**src/rtl/sysctl_pkg.sv**
```systemverilog
// Shared types and derived constants for the p601zero system clock/reset/IRQ sequencer.
package sysctl_pkg;

    typedef enum logic [1:0] {
        RESET     = 2'd0,
        RUN       = 2'd1,
        STEP_IDLE = 2'd2,
        STEP_ACT  = 2'd3
    } state_e;

    // Bits needed for a counter that spans 0..n-1.
    function automatic int cnt_width(input int n);
        return (n <= 2) ? 1 : $clog2(n);
    endfunction

    function automatic int irq_div_period(input int osc_clock, input int irq_hz);
        return osc_clock / irq_hz;
    endfunction

    function automatic int half_period(input int clk_div_period);
        return 2 * clk_div_period;
    endfunction

    localparam int IRQ_DIV_PERIOD = irq_div_period(12000000, 50);
    localparam int HALF           = half_period(3);

endpackage

```
**src/rtl/sysctl_if.sv**
```systemverilog
// CPU-side bundle: generated clock, reset, timer IRQ, step status and bus strobe.
interface sysctl_if;
    logic sys_clk;
    logic sys_res;
    logic sys_irq;
    logic irq_ovr;
    logic step_mode;
    logic bus_strobe;
    logic irq_ack;

    modport master (
        output sys_clk, sys_res, sys_irq, irq_ovr, step_mode, bus_strobe,
        input  irq_ack
    );

    modport slave (
        input  sys_clk, sys_res, sys_irq, irq_ovr, step_mode, bus_strobe,
        output irq_ack
    );
endinterface

```
**src/rtl/sysctl_key_debounce.sv**
```systemverilog
// Front-panel button conditioner: 2-flop synchronizer, stability filter and a
// one-cycle press pulse on each accepted 1->0 level change.
module key_debounce
    import sysctl_pkg::*;
#(
    parameter int DEBOUNCE_CYCLES = 120000
) (
    input  logic clk_in,
    input  logic rst_n,
    input  logic key_n,
    output logic press
);

    localparam int              CW       = cnt_width(DEBOUNCE_CYCLES);
    localparam logic [CW-1:0]   CNT_LAST = CW'(DEBOUNCE_CYCLES - 1);

    logic          sync1_q, sync2_q;
    logic          level_q, level_d;
    logic          press_q, press_d;
    logic [CW-1:0] cnt_q, cnt_d;

    // The accepted level only moves after the synchronized input has disagreed
    // with it for DEBOUNCE_CYCLES consecutive cycles.
    always_comb begin
        level_d = level_q;
        cnt_d   = cnt_q;
        press_d = 1'b0;
        if (sync2_q == level_q) begin
            cnt_d = '0;
        end else if (cnt_q == CNT_LAST) begin
            level_d = sync2_q;
            cnt_d   = '0;
            press_d = level_q;
        end else begin
            cnt_d = cnt_q + 1'b1;
        end
    end

    always_ff @(posedge clk_in or negedge rst_n) begin
        if (!rst_n) begin
            sync1_q <= 1'b0;
            sync2_q <= 1'b0;
            level_q <= 1'b0;
            cnt_q   <= '0;
            press_q <= 1'b0;
        end else begin
            sync1_q <= key_n;
            sync2_q <= sync1_q;
            level_q <= level_d;
            cnt_q   <= cnt_d;
            press_q <= press_d;
        end
    end

    assign press = press_q;

endmodule

```
**src/rtl/sysctl.sv**
```systemverilog
// Generates the CPU clock, delayed CPU reset and periodic timer IRQ from the board
// oscillator, with front-panel run/single-step control.
module sysctl
    import sysctl_pkg::*;
#(
    parameter int OSC_CLOCK       = 12000000,
    parameter int CLK_DIV_PERIOD  = 3,
    parameter int IRQ_HZ          = 50,
    parameter int RES_DELAY       = 4,
    parameter int DEBOUNCE_CYCLES = 120000
) (
    input  logic      clk_in,
    input  logic      b_reset,
    input  logic      b_step,
    input  logic      b_mode,
    sysctl_if.master  bus
);

    localparam int            HALF_CYC = half_period(CLK_DIV_PERIOD);
    localparam int            IRQ_DIV  = irq_div_period(OSC_CLOCK, IRQ_HZ);
    localparam int            PW       = cnt_width(HALF_CYC);
    localparam int            TW       = cnt_width(IRQ_DIV);
    localparam int            RW       = cnt_width(RES_DELAY + 1);
    localparam logic [PW-1:0] PRE_LAST = PW'(HALF_CYC - 1);
    localparam logic [TW-1:0] TMR_LAST = TW'(IRQ_DIV - 1);
    localparam logic [RW-1:0] RES_DONE = RW'(RES_DELAY);

    state_e        state_q, state_d;
    logic [PW-1:0] pre_q, pre_d;
    logic [TW-1:0] tmr_q, tmr_d;
    logic [RW-1:0] res_cnt_q, res_cnt_d;
    logic          sys_clk_q, sys_clk_d;
    logic          sys_res_q, sys_res_d;
    logic          irq_q, irq_d;
    logic          ovr_q, ovr_d;
    logic          step_mode_q, step_mode_d;
    logic          strobe_q, strobe_d;
    logic          armed_q, armed_d;
    logic          pre_tc, tmr_tc;
    logic          step_press, mode_press;

    key_debounce #(.DEBOUNCE_CYCLES(DEBOUNCE_CYCLES)) u_step_db (
        .clk_in (clk_in),
        .rst_n  (b_reset),
        .key_n  (b_step),
        .press  (step_press)
    );

    key_debounce #(.DEBOUNCE_CYCLES(DEBOUNCE_CYCLES)) u_mode_db (
        .clk_in (clk_in),
        .rst_n  (b_reset),
        .key_n  (b_mode),
        .press  (mode_press)
    );

    // Free-running prescaler and real-time IRQ timer; a tick beats a same-cycle ack.
    always_comb begin
        pre_tc      = (pre_q == PRE_LAST);
        tmr_tc      = (tmr_q == TMR_LAST);
        pre_d       = pre_tc ? '0 : pre_q + 1'b1;
        tmr_d       = tmr_tc ? '0 : tmr_q + 1'b1;
        irq_d       = irq_q;
        ovr_d       = ovr_q;
        step_mode_d = step_mode_q ^ mode_press;
        if (tmr_tc) begin
            irq_d = 1'b1;
            if (irq_q && !bus.irq_ack) begin
                ovr_d = 1'b1;
            end
        end else if (bus.irq_ack) begin
            irq_d = 1'b0;
        end
    end

    // Sequencer: every clock stop happens on a falling toggle so sys_clk is never cut high.
    always_comb begin
        state_d   = state_q;
        sys_clk_d = sys_clk_q;
        sys_res_d = sys_res_q;
        res_cnt_d = res_cnt_q;
        armed_d   = armed_q;
        case (state_q)
            RESET: begin
                if (pre_tc) begin
                    sys_clk_d = ~sys_clk_q;
                    if (!sys_clk_q) begin
                        if (res_cnt_q != RES_DONE) begin
                            res_cnt_d = res_cnt_q + 1'b1;
                        end
                    end else if (res_cnt_q == RES_DONE) begin
                        sys_res_d = 1'b0;
                        state_d   = step_mode_q ? STEP_IDLE : RUN;
                    end
                end
            end
            RUN: begin
                if (pre_tc) begin
                    sys_clk_d = ~sys_clk_q;
                    if (sys_clk_q && step_mode_q) begin
                        state_d = STEP_IDLE;
                    end
                end
            end
            STEP_IDLE: begin
                sys_clk_d = 1'b0;
                if (!step_mode_q) begin
                    armed_d = 1'b0;
                    state_d = RUN;
                end else begin
                    if (step_press) begin
                        armed_d = 1'b1;
                    end
                    if (pre_tc && (armed_q || step_press)) begin
                        sys_clk_d = 1'b1;
                        armed_d   = 1'b0;
                        state_d   = STEP_ACT;
                    end
                end
            end
            STEP_ACT: begin
                if (pre_tc) begin
                    sys_clk_d = 1'b0;
                    state_d   = step_mode_q ? STEP_IDLE : RUN;
                end
            end
            default: begin
                state_d = RESET;
            end
        endcase
        strobe_d = sys_clk_q & ~sys_clk_d;
    end

    always_ff @(posedge clk_in or negedge b_reset) begin
        if (!b_reset) begin
            state_q <= RESET;
        end else begin
            state_q <= state_d;
        end
    end

    always_ff @(posedge clk_in or negedge b_reset) begin
        if (!b_reset) begin
            pre_q       <= '0;
            tmr_q       <= '0;
            res_cnt_q   <= '0;
            sys_clk_q   <= 1'b0;
            sys_res_q   <= 1'b1;
            irq_q       <= 1'b0;
            ovr_q       <= 1'b0;
            step_mode_q <= 1'b0;
            strobe_q    <= 1'b0;
            armed_q     <= 1'b0;
        end else begin
            pre_q       <= pre_d;
            tmr_q       <= tmr_d;
            res_cnt_q   <= res_cnt_d;
            sys_clk_q   <= sys_clk_d;
            sys_res_q   <= sys_res_d;
            irq_q       <= irq_d;
            ovr_q       <= ovr_d;
            step_mode_q <= step_mode_d;
            strobe_q    <= strobe_d;
            armed_q     <= armed_d;
        end
    end

    assign bus.sys_clk    = sys_clk_q;
    assign bus.sys_res    = sys_res_q;
    assign bus.sys_irq    = irq_q;
    assign bus.irq_ovr    = ovr_q;
    assign bus.step_mode  = step_mode_q;
    assign bus.bus_strobe = strobe_q;

endmodule

```
**src/flat_wrapper.sv**
```systemverilog
// flat-port wrapper written by rule: the top's interface ports become plain ports
module sysctl_flat import sysctl_pkg::*;
#(
    parameter int OSC_CLOCK       = 12000000,
    parameter int CLK_DIV_PERIOD  = 3,
    parameter int IRQ_HZ          = 50,
    parameter int RES_DELAY       = 4,
    parameter int DEBOUNCE_CYCLES = 120000
)
  (clk_in, b_reset, b_step, b_mode, bus_sys_clk, bus_sys_res, bus_sys_irq, bus_irq_ovr, bus_step_mode, bus_bus_strobe, bus_irq_ack);
  sysctl_if bus_i ();
  input  logic clk_in;
  input  logic b_reset;
  input  logic b_step;
  input  logic b_mode;
  output wire logic [$bits(bus_i.sys_clk)-1:0] bus_sys_clk;
  output wire logic [$bits(bus_i.sys_res)-1:0] bus_sys_res;
  output wire logic [$bits(bus_i.sys_irq)-1:0] bus_sys_irq;
  output wire logic [$bits(bus_i.irq_ovr)-1:0] bus_irq_ovr;
  output wire logic [$bits(bus_i.step_mode)-1:0] bus_step_mode;
  output wire logic [$bits(bus_i.bus_strobe)-1:0] bus_bus_strobe;
  input wire logic [$bits(bus_i.irq_ack)-1:0] bus_irq_ack;
  assign bus_sys_clk = bus_i.sys_clk;
  assign bus_sys_res = bus_i.sys_res;
  assign bus_sys_irq = bus_i.sys_irq;
  assign bus_irq_ovr = bus_i.irq_ovr;
  assign bus_step_mode = bus_i.step_mode;
  assign bus_bus_strobe = bus_i.bus_strobe;
  assign bus_i.irq_ack = bus_irq_ack;
  sysctl #(.OSC_CLOCK(OSC_CLOCK), .CLK_DIV_PERIOD(CLK_DIV_PERIOD), .IRQ_HZ(IRQ_HZ), .RES_DELAY(RES_DELAY), .DEBOUNCE_CYCLES(DEBOUNCE_CYCLES)) u_core (.clk_in(clk_in), .b_reset(b_reset), .b_step(b_step), .b_mode(b_mode), .bus(bus_i));
endmodule
```
**config.mk**
```make
export PLATFORM = sky130hd
export DESIGN_NAME = sysctl_flat
export DESIGN_NICKNAME = d
export VERILOG_FILES = /design/src/rtl/sysctl_pkg.sv /design/src/rtl/sysctl_if.sv /design/src/rtl/sysctl_key_debounce.sv /design/src/rtl/sysctl.sv /design/src/flat_wrapper.sv
export SDC_FILE = /design/constraint.sdc
export NUM_CORES = 1
export LEC_CHECK = 0
export CORE_ASPECT_RATIO = 0.5
export CORE_MARGIN = 10
export CORE_UTILIZATION = 64
export CTS_BUF_LIST = sky130_fd_sc_hd__clkbuf_2
export DETAILED_ROUTE_END_ITERATION = 10
export HOLD_SLACK_MARGIN = 0.02
export PLACE_DENSITY_LB_ADDON = 0.2
export SYNTH_ARGS = -nofsm -noshare
export SYNTH_HDL_FRONTEND = slang
export SYNTH_HIERARCHICAL = 1
export SYNTH_SLANG_ARGS = --single-unit
```
**constraint.sdc**
```tcl
create_clock -name clk_in -period 2.2 [get_ports clk_in]
set_clock_uncertainty 0.2 [all_clocks]
set_input_delay 0.33 -clock clk_in [delete_from_list [all_inputs] [get_ports clk_in]]
set_output_delay 0.33 -clock clk_in [all_outputs]
set_load 0.005 [all_outputs]
```
==> metrics.log <==
INFO  metric synth.ff_latch_count = 75
INFO  metric worst_ir_drop_vdd = 0.442 mV
INFO  metric netlist_area = 0.00367 mm2
INFO  metric first_global_vias = 2,564
INFO  metric powerDensity = 521 mW/mm2
INFO  metric route.vias.total = 2,596
INFO  metric critical_path_class = register to register
INFO  metric endpoint_kind = register
INFO  metric routed_wl = 6580 um
INFO  metric cp_slowest_cell = or4_4
INFO  metric relative_area_change_from_synthesis_to_final_layout = 7.76%
INFO  metric cts_htree_levels = 3
INFO  metric report.final.slew_viol_count = 0
INFO  metric cts_tree = yes
INFO  metric route.detailed.wl_per_inst = 14.8 um
INFO  metric clkSinkCount = 75
INFO  metric overflow = 0
INFO  metric ff2ff_path_depth = 5
INFO  metric final_wtd_congestion = 0.876
INFO  metric number_of_antenna_violations_at_the_first_check_in_global_routing = 0
INFO  metric grt_max_degree = 76
INFO  metric hold_path_class = input port to async pin
INFO  metric async_s_r_ff_share_synth = 100%
INFO  metric clkSlewWorstSetupHoldPaths = 0.18 ns
INFO  metric buf_inv_on_cp = 0
INFO  metric clockBufferDepth = 2
INFO  metric worst_pin_slew = 0.438 ns
INFO  metric rr_startpoint = u_core/u_step_db/cnt_q[0]
INFO  metric hold_viol_final = 0
INFO  metric synthesis.instances = 349
INFO  metric initial_utilization = 66.6%
INFO  metric synth.net_count = 363
INFO  metric netlist.top_cell.by_area = dfrtp_1
INFO  metric post-route-period-util = 93.2%
INFO  metric worstPathArrival = 2.25 ns
INFO  metric ant_nets = 0
INFO  metric drc = 0
INFO  metric placement.io_buffers = 10
INFO  metric die_height = 73.6 um
INFO  metric timing.fmax = 488 MHz
INFO  metric launch_point_of_the_worst_path = u_core/u_step_db/cnt_q[0]
INFO  metric std_cell_rows = 19
INFO  metric critical_path.max_stage_delay = 0.55 ns
INFO  metric cts_setup_buffers = 0
INFO  metric final_tns_setup = 0 ns
INFO  metric post-place-cells = 426
INFO  metric layout.cells.non_filler = 445
INFO  metric cts.root.buffer_cell = clkbuf_2
INFO  metric worstPathMaxFanout = 16
INFO  metric filler_cell_count = 409
INFO  metric power_leakage = 1.66 nW
INFO  metric yosys.cell_count.top_type = dfrtp_1
INFO  metric grtUsageTotal = 15.4%
INFO  metric vias_per_cell = 5.83
INFO  metric synthDistinctLibCells = 52
INFO  metric critPathLaunchType = register
INFO  metric grt_pass1_wl = 11,800 um
INFO  metric path_depth = 5
INFO  metric boundaryPins = 11
INFO  metric unrepaired_setup_endpoints_after_global_routing = false
INFO  metric final_layout_size_suffix_gt1_share = 11.3%
INFO  metric synth_seq_area_share = 51.1%
INFO  metric final_nets = 381
INFO  metric dieWidth = 127 um
INFO  metric run_status = completed
INFO  metric post_synth_most_frequent_cells = dfrtp_1 (74), nor2_1 (54), xnor2_1 (35)
INFO  metric path_cells = ha_1 > nand4b_1 > or4_4 > nand2_4 > o21ba_2
INFO  metric max_capacitance_violation_count = 0
INFO  metric synth_enable_flop_cells = 0
INFO  metric setup_violations = 0
INFO  metric critPathTopFamily = simple AND/OR/NAND/NOR gates
INFO  metric dp_hpwl = 4630 um
INFO  metric detailedRoute.firstIterationViolations = 189
INFO  metric core = 0.00552 mm2
INFO  metric finalCriticalPeriod = 2.05 ns
INFO  metric insertion_delay = 0.50 ns
INFO  metric inserted_diodes = 0
INFO  metric timing.slew.headroom = 70.6%
INFO  metric fp.dieArea = 0.00936 mm2
INFO  metric area_share_of_the_leading_cell_type_in_the_synthesized_netlist = 50.4%
INFO  metric ys.flop_type = dfrtp_1
INFO  metric drt_first_pass_iters = 4
INFO  metric timing.critical_path.required = 2.40 ns
INFO  metric synth.avg_cell_area = 10.5 um2
INFO  metric synth_top_cells_by_area = dfrtp_1 (50%), xnor2_1 (8.3%), nor2_1 (5.5%)
INFO  metric cts_made_buffers = 9
INFO  metric ys_warn_count = 6
registers in the layout (all words and copies together), names as in the netlist, 2 cells and up:
signal                  count
u_core/tmr_q               18
u_core/u_mode_db/cnt_q     17
u_core/u_step_db/cnt_q     17
u_core/pre_q                3
u_core/res_cnt_q            3
u_core/state_q              2
tightest hold or removal path, cell delays in order:
cell and delay (ns):
dlygate4sd3_1 0.52, buf_2 0.12, buf_12 0.32
where the power goes:
part           internal, W  switching (W)   total, W
Clock             0.000153       0.000435   0.000588
Sequential         0.00139      0.0000135    0.00141
Combinational    0.0000245      0.0000458  0.0000703
Total              0.00157       0.000495    0.00206
cell type report:
cell class | count | area (um2) | share of cell area (%)
multi-input combinational | 251 | 1700 | 42.8
tap | 73 | 91.3 | 2.31
sequential | 75 | 1880 | 47.5
inverter | 14 | 52.6 | 1.33
clock inverter | 4 | 17.5 | 0.442
clock buffer | 12 | 60.1 | 1.52
timing repair buffer | 16 | 163 | 4.11
placed cells by master, fill, tap and decap left out, types with 3 or more instances in the layout:
cell type        netlist  final
dlygate4sd3_1          0      3
dfrtp_1               74     72
o211ai_1               3      3
nor4_2                 2      3
nor3_1                12     12
nand2_1               17     17
nor2_1                54     54
o21ai_0                3      3
a31oi_1                3      3
nor3b_1                3      3
xor2_1                11     11
a21oi_1                6      6
xnor2_1               35     35
nand4bb_1              4      4
inv_1                 13     13
clkbuf_2               2     12
nand4_1               13     13
nor4_1                 9      8
nand4b_1               8      8
ha_1                   9      9
clkdlybuf4s50_1        0      8
nand3_1               19     19
through the flow:
stage / setup WS (ns) / cell area (um2) / hold slack, ns / total power (W) / util [%]
after floorplan: 0.324 / 3670 / -0.166 / 0.00146 / -
after global placement: 0.270 / 3850 / 0.138 / 0.00150 / 69.8
after detailed placement: 0.190 / 3850 / 0.146 / 0.00150 / 69.8
after CTS: 0.0270 / 3950 / 0.0434 / 0.00209 / 71.5
after global routing: 0.00197 / 3960 / 0.129 / 0.00217 / 71.8
final: 0.150 / 3960 / 0.159 / 0.00206 / 71.8
final timing paths:
| check | to | slack, ns |
|---|---|---|
| max | u_core/u_step_db/cnt_q[15] | 0.15 |
| min reg2reg | u_core/u_step_db/sync2_q | 0.18 |
| min | u_core/u_step_db/sync1_q | 0.16 |
| min in group clk_in | u_core/u_step_db/sync2_q | 0.18 |
| max reg2reg | u_core/u_step_db/cnt_q[15] | 0.15 |
| max in group asynchronous | u_core/tmr_q[9] | 1.32 |
logic make-up (layout without fill, tap and decap cells):
logic type,Yosys count,after routing,share of synthesized area (%)
and+or+nand+nor,164,164,25.3
DFF,75,75,51.1
xor gates and xnor gates,46,46,11.0
AOI/OAI and AO/OA,27,27,4.97
buffers and inverters,23,46,2.93
adders and majority gates,9,9,3.06
muxes,5,5,1.70
routing by layer:
metal	track usage (%)	share of wire [%]	up-vias	wire (um)
met5	0	0	-	0
met4	5.14	0.87	0	57
met3	6.32	4.9	8	320
met2	24.5	48	50	3160
met1	18.6	46	1274	3040
li1	-	-	1264	-
timing repair:
action,in CTS,in global routing
resized for setup,0,3
endpoints found under the hold margin,76,1
endpoints found under the setup margin,0,3
hold buffers,2,1
(Power assumes the default switching activity.)
